==> src/rtl/btn_debounce_edge.sv <==
// -----------------------------------------------------------------------------
// btn_debounce_edge
//
// Purpose:
//   Conditions a raw, asynchronous, bouncy push-button level for the
//   downstream 1010 sequence detector. The input is brought into the clk
//   domain through a two-flop synchronizer. A four-state FSM then accepts a
//   new level only after it has been held for DEBOUNCE_CYCLES consecutive
//   cycles. Accepted transitions produce a clean registered level and
//   single-cycle rise/fall strobes.
//
// Ports:
//   clk       in   system clock, rising edge active
//   rst       in   asynchronous reset, active low (0 = reset)
//   btn_raw   in   raw button level, asynchronous and bouncy
//   btn_db    out  debounced button level (registered)
//   btn_rise  out  one-cycle strobe on an accepted 0->1 transition
//                  (plus auto-repeat strobes when AUTO_REPEAT_EN is defined)
//   btn_fall  out  one-cycle strobe on an accepted 1->0 transition
//   busy      out  high while a candidate transition is being qualified
//
// Build option:
//   AUTO_REPEAT_EN - when defined, holding the button in the accepted-high
//   state issues extra btn_rise strobes REPEAT_DELAY cycles after
//   acceptance, then every REPEAT_PERIOD cycles. When undefined, no repeat
//   logic is built and the REPEAT_* parameters have no effect.
// -----------------------------------------------------------------------------
module btn_debounce_edge #(
    parameter int DEBOUNCE_CYCLES = 16,
    parameter int CNT_W           = 5,
    parameter int REPEAT_DELAY    = 64,
    parameter int REPEAT_PERIOD   = 16
) (
    input  logic clk,
    input  logic rst,
    input  logic btn_raw,
    output logic btn_db,
    output logic btn_rise,
    output logic btn_fall,
    output logic busy
);

    typedef enum logic [1:0] {
        ST_STABLE_LO = 2'd0,
        ST_PEND_HI   = 2'd1,
        ST_STABLE_HI = 2'd2,
        ST_PEND_LO   = 2'd3
    } state_t;

    localparam logic [CNT_W-1:0] CNT_LAST = CNT_W'(DEBOUNCE_CYCLES - 1);
    localparam logic [CNT_W-1:0] CNT_ONE  = CNT_W'(1);
    localparam logic [CNT_W-1:0] CNT_ZERO = {CNT_W{1'b0}};

    // An out-of-range configuration shows up as this named scope in the
    // elaborated hierarchy, which the configuration checker looks for.
    if ((DEBOUNCE_CYCLES < 1) || ((2 ** CNT_W) <= DEBOUNCE_CYCLES) ||
        (REPEAT_PERIOD < 1) || (REPEAT_PERIOD > REPEAT_DELAY)) begin : g_cfg_out_of_range
    end

`ifdef AUTO_REPEAT_EN
    localparam int REP_W = $clog2(REPEAT_DELAY + 1);
    localparam logic [REP_W-1:0] REP_LAST   = REP_W'(REPEAT_DELAY - 1);
    // After a repeat strobe the counter is rewound so that it reaches
    // REP_LAST again exactly REPEAT_PERIOD cycles later.
    localparam logic [REP_W-1:0] REP_RELOAD = REP_W'(REPEAT_DELAY - REPEAT_PERIOD);
    localparam logic [REP_W-1:0] REP_ONE    = REP_W'(1);
    localparam logic [REP_W-1:0] REP_ZERO   = {REP_W{1'b0}};

    logic [REP_W-1:0] r_rep_cnt;
`endif

    logic             r_s1;
    logic             r_s2;
    state_t           r_state;
    logic [CNT_W-1:0] r_cnt;
    logic             r_db;
    logic             r_rise;
    logic             r_fall;
    logic             r_busy;

    // Two-flop synchronizer bringing btn_raw into the clk domain.
    always_ff @(posedge clk or negedge rst) begin
        if (!rst) begin
            r_s1 <= 1'b0;
            r_s2 <= 1'b0;
        end else begin
            r_s1 <= btn_raw;
            r_s2 <= r_s1;
        end
    end

    // Debounce FSM: qualification counter, level, strobes and busy flag.
    always_ff @(posedge clk or negedge rst) begin
        if (!rst) begin
            r_state <= ST_STABLE_LO;
            r_cnt   <= CNT_ZERO;
            r_db    <= 1'b0;
            r_rise  <= 1'b0;
            r_fall  <= 1'b0;
            r_busy  <= 1'b0;
`ifdef AUTO_REPEAT_EN
            r_rep_cnt <= REP_ZERO;
`endif
        end else begin
            // Strobes are single-cycle unless re-asserted below.
            r_rise <= 1'b0;
            r_fall <= 1'b0;

            case (r_state)
                ST_STABLE_LO: begin
                    if (r_s2) begin
                        r_state <= ST_PEND_HI;
                        r_cnt   <= CNT_ZERO;
                        r_busy  <= 1'b1;
                    end else begin
                        r_busy  <= 1'b0;
                    end
                end

                ST_PEND_HI: begin
                    if (!r_s2) begin
                        // Excursion too short: drop it silently.
                        r_state <= ST_STABLE_LO;
                        r_busy  <= 1'b0;
                    end else if (r_cnt == CNT_LAST) begin
                        r_state <= ST_STABLE_HI;
                        r_db    <= 1'b1;
                        r_rise  <= 1'b1;
                        r_busy  <= 1'b0;
                    end else begin
                        // Never passes CNT_LAST: acceptance happens there.
                        r_cnt   <= r_cnt + CNT_ONE;
                    end
                end

                ST_STABLE_HI: begin
                    if (!r_s2) begin
                        r_state <= ST_PEND_LO;
                        r_cnt   <= CNT_ZERO;
                        r_busy  <= 1'b1;
                    end else begin
                        r_busy  <= 1'b0;
                    end
                end

                ST_PEND_LO: begin
                    if (r_s2) begin
                        r_state <= ST_STABLE_HI;
                        r_busy  <= 1'b0;
                    end else if (r_cnt == CNT_LAST) begin
                        r_state <= ST_STABLE_LO;
                        r_db    <= 1'b0;
                        r_fall  <= 1'b1;
                        r_busy  <= 1'b0;
                    end else begin
                        r_cnt   <= r_cnt + CNT_ONE;
                    end
                end

                default: begin
                    r_state <= ST_STABLE_LO;
                    r_cnt   <= CNT_ZERO;
                    r_db    <= 1'b0;
                    r_busy  <= 1'b0;
                end
            endcase

`ifdef AUTO_REPEAT_EN
            // Repeat counter only runs while the press is held in STABLE_HI;
            // it is zero on the cycle the press is accepted.
            if ((r_state == ST_STABLE_HI) && r_s2) begin
                if (r_rep_cnt == REP_LAST) begin
                    r_rise    <= 1'b1;
                    r_rep_cnt <= REP_RELOAD;
                end else begin
                    r_rep_cnt <= r_rep_cnt + REP_ONE;
                end
            end else begin
                r_rep_cnt <= REP_ZERO;
            end
`endif
        end
    end

    assign btn_db   = r_db;
    assign btn_rise = r_rise;
    assign btn_fall = r_fall;
    assign busy     = r_busy;

endmodule

==> config.mk <==
export PLATFORM = sky130hd
export DESIGN_NAME = btn_debounce_edge
export DESIGN_NICKNAME = d
export VERILOG_FILES = /design/src/rtl/btn_debounce_edge.sv
export SDC_FILE = /design/constraint.sdc
export NUM_CORES = 1
export LEC_CHECK = 0
export CAP_MARGIN = 20
export CORE_AREA = 5 5 42 44
export DETAILED_ROUTE_END_ITERATION = 8
export DIE_AREA = 0 0 47 49
export SLEW_MARGIN = 20
export SYNTH_ARGS = -nofsm -noshare
export SYNTH_HDL_FRONTEND = slang
export SYNTH_SLANG_ARGS = --single-unit
==> constraint.sdc <==
create_clock -name clk -period 5.7 [get_ports clk]
set_input_delay 1.71 -clock clk [delete_from_list [all_inputs] [get_ports clk]]
set_output_delay 1.71 -clock clk [all_outputs]
set_load 0.03 [all_outputs]
==> out/qor.yml <==
timing:
  slew_viol_final: 0
  relSlewSlack: 0.406
  finalSetupTns_ns: 0
  fin_crit_sh: 0.530
  rsz0062_at_grt: "no"
  hold_viol_final: 0
  fin_skew_ns: 0.00389
  fmax_mhz: 331
  setup_violations: 0
  tightest_slew_ns: 0.885
  fin_crit_ns: 3.02
grt:
  grt_pass1_wl_um: 1640
  grt_overflow: 0
  grt_max_degree: 14
  globalRouteTotalUtil: 0.100
  antenna_found_initial: 0
  grt_pass1_vias: 373
routing:
  ant_nets: 0
  route.vias.total: 406
  drt-total-wl_um: 920
  wl_met1_um: 462
  avgRoutedWirePerCell_um: 11.9
  wl_met2_um: 380
  highest_layer: "met4"
  drtIter0Drc: 0
  wl_met3_um: 53
  drc: 0
  via_per_inst: 5.27
  first_pass_iters: 1
floorplan:
  floorplan.rows: 14
  initial_core_util: 0.410
  io_pins: 7
  chipHeight_um: 49
  die_w_um: 47
  die_area_mm2: 0.00230
  core_area_mm2: 0.00140
clocking:
  post_cts_buffers: 0
  numCtsBuffers: 3
  cts.path.max_buffers: 2
  cts.sinks: 13
  insertion_delay_ns: 0.28
  cts_tree: "done"
  clk_pin_slew_worst_paths_ns: 0.07
  holdBufCountCts: 0
  postCtsResizedCells: 0
  cts.root.buffer_cell: "clkbuf_4"
  htree_levels: 1
placement:
  gp_congestion: 0.682
  dp.cells: 73
  portBuffers: 6
  place_area_um2: 641
  dp_hpwl_um: 630
critical_path:
  reg2reg_depth: 6
  cp_num_cells: 1
  crit_chain: "clkdlybuf4s50_1"
  required_ns: 3.99
  path_buf_inv: 1
  path_max_fanout: 3
  startpoint_type: "flop"
  critical_path.top_delay_family: "buffers and inverters"
  worstPathArrival_ns: 1.31
  cp_slowest_cell: "clkdlybuf4s50_1"
  max_stage_delay_ns: 0.67
  critical_path_class: "flop to output pin"
  crit_path_end_kind: "output pin"
synth:
  synth_area_leaders: "dfrtp_1 57%, nand2_1 5.9%, ha_1 4.4%"
  synthDistinctLibCells: 25
  synth_area_um2: 574
  ys_ff_latch: 13
  ys_seq_area_frac: 0.566
  synth_top_cell_by_area: "dfrtp_1"
  synth_top_area_frac: 0.566
  synth_area_per_cell_um2: 10.6
  yosys_warnings: 0
  syn_inst: 54
  synth_nets: 59
pwr:
  power_density_mw_per_mm2: 278
  leakage_uw: 0.000301
  sequentialPowerShare: 0.587
  swShare: 0.259
  power_frac_clock: 0.308
  p_comb_frac: 0.105
  p_sw_uw: 47.9
  p_int_uw: 137
  max-vdd-ir-drop_mv: 0.131
outcome:
  status: "complete, no violations"
layout:
  drive_above_1_share: 0.0656
  antenna_cells: 0
  fill_cells: 136
  multiInputGateArea_um2: 231
  area_growth_pct: 16.1
  post-route-util: 0.476
  fin_nets: 67
  instances_no_fill: 77
  regArea_um2: 325
  fin_area_um2: 667
flow_run:
  maxCapViolCount: 0
hold_path:
  whs_path_depth: 0
  min_path_type: "flop to flop"
[final cells by class]
type                       count  share of cell area
timing repair buffer           6              0.0901
sequential                    13               0.488
inverter                       1             0.00563
tap                           16              0.0300
clock buffer                   4              0.0394
multi-input combinational     37               0.347
[per-stage QoR]
| step | total power (µW) | setup WS (ns) | hold WS, ns |
|---|---|---|---|
| after floorplan | 123 | 3.50 | 0.331 |
| after global placement | 130 | 2.99 | 0.341 |
| after detailed placement | 131 | 2.98 | 0.347 |
| after CTS | 189 | 2.68 | 0.365 |
| after global routing | 197 | 2.63 | 0.379 |
| final | 185 | 2.68 | 0.365 |
[worst paths after layout]
path                                from  slack, ns    endpoint
min in group asynchronous            rst       1.79    r_cnt[2]
worst max-delay path              btn_db       2.68      btn_db
worst min register to register      r_s1       0.37        r_s2
worst min-delay path                r_s1       0.37        r_s2
worst max register to register  r_cnt[0]       3.76    r_cnt[3]
max in group asynchronous            rst       3.54  r_state[0]
[logic make-up (layout without fill, tap and decap cells)]
family | Yosys count | count (layout) | share of synthesized area
AND/OR/NAND/NOR | 24 | 24 | 0.229
flip-flops | 13 | 13 | 0.566
adder cells (fa/ha/maj) | 2 | 2 | 0.0436
buffers and inverters | 4 | 11 | 0.0305
AO/OA/AOI/OAI | 10 | 10 | 0.115
XOR/XNOR | 1 | 1 | 0.0153
[registers in the layout, summed over array words and instances, names as in the netlist, named ones only]
signal    flops
r_cnt         5
btn_db        1
btn_fall      1
btn_rise      1
busy          1
r_s1          1
r_s2          1
r_state       1
[synthesized netlist by cell type]
cell type / number
nand3_1: 2
and2_1: 1
nand3b_1: 1
xnor2_1: 1
nor4b_1: 1
nor3b_1: 1
or2_2: 1
a211o_1: 1
nand2b_1: 2
buf_2: 2
and3_1: 2
inv_1: 1
ha_1: 2
o21ai_0: 2
o31ai_1: 1
o21ai_1: 1
dfrtp_1: 13
nor2_1: 2
a22o_1: 2
or4b_1: 1
o211ai_1: 1
nand2_1: 9
nand4b_1: 1
a21oi_1: 2
clkbuf_1: 1
[routing by layer]
layer | track usage | up-vias
met4 | 0.0553 | 0
met5 | 0 | -
met3 | 0.0443 | 3
li1 | - | 206
met2 | 0.129 | 8
met1 | 0.136 | 189
[layout by cell type (no fill, tap or decap), types with 2 or more instances in the layout]
master,instances
clkbuf_4,3
nand2_1,9
clkdlybuf4s50_1,6
nand3_1,2
and3_1,2
a22o_1,2
nor2_1,2
a21oi_1,2
ha_1,2
nand2b_1,2
o21ai_0,2
dfrtp_1,13
[power by group through the flow]
stage | clock network, µW | registers, µW | logic (µW)
2_1_floorplan | 0 | 109 | 13.7
3_3_place_gp | 0 | 111 | 19.7
3_5_place_dp | 0 | 111 | 20.0
4_1_cts | 59.9 | 109 | 20.2
5_1_grt | 63.6 | 110 | 23.1
6_report | 57.1 | 109 | 19.5
Note: power is estimated with default switching activity, not from simulation.
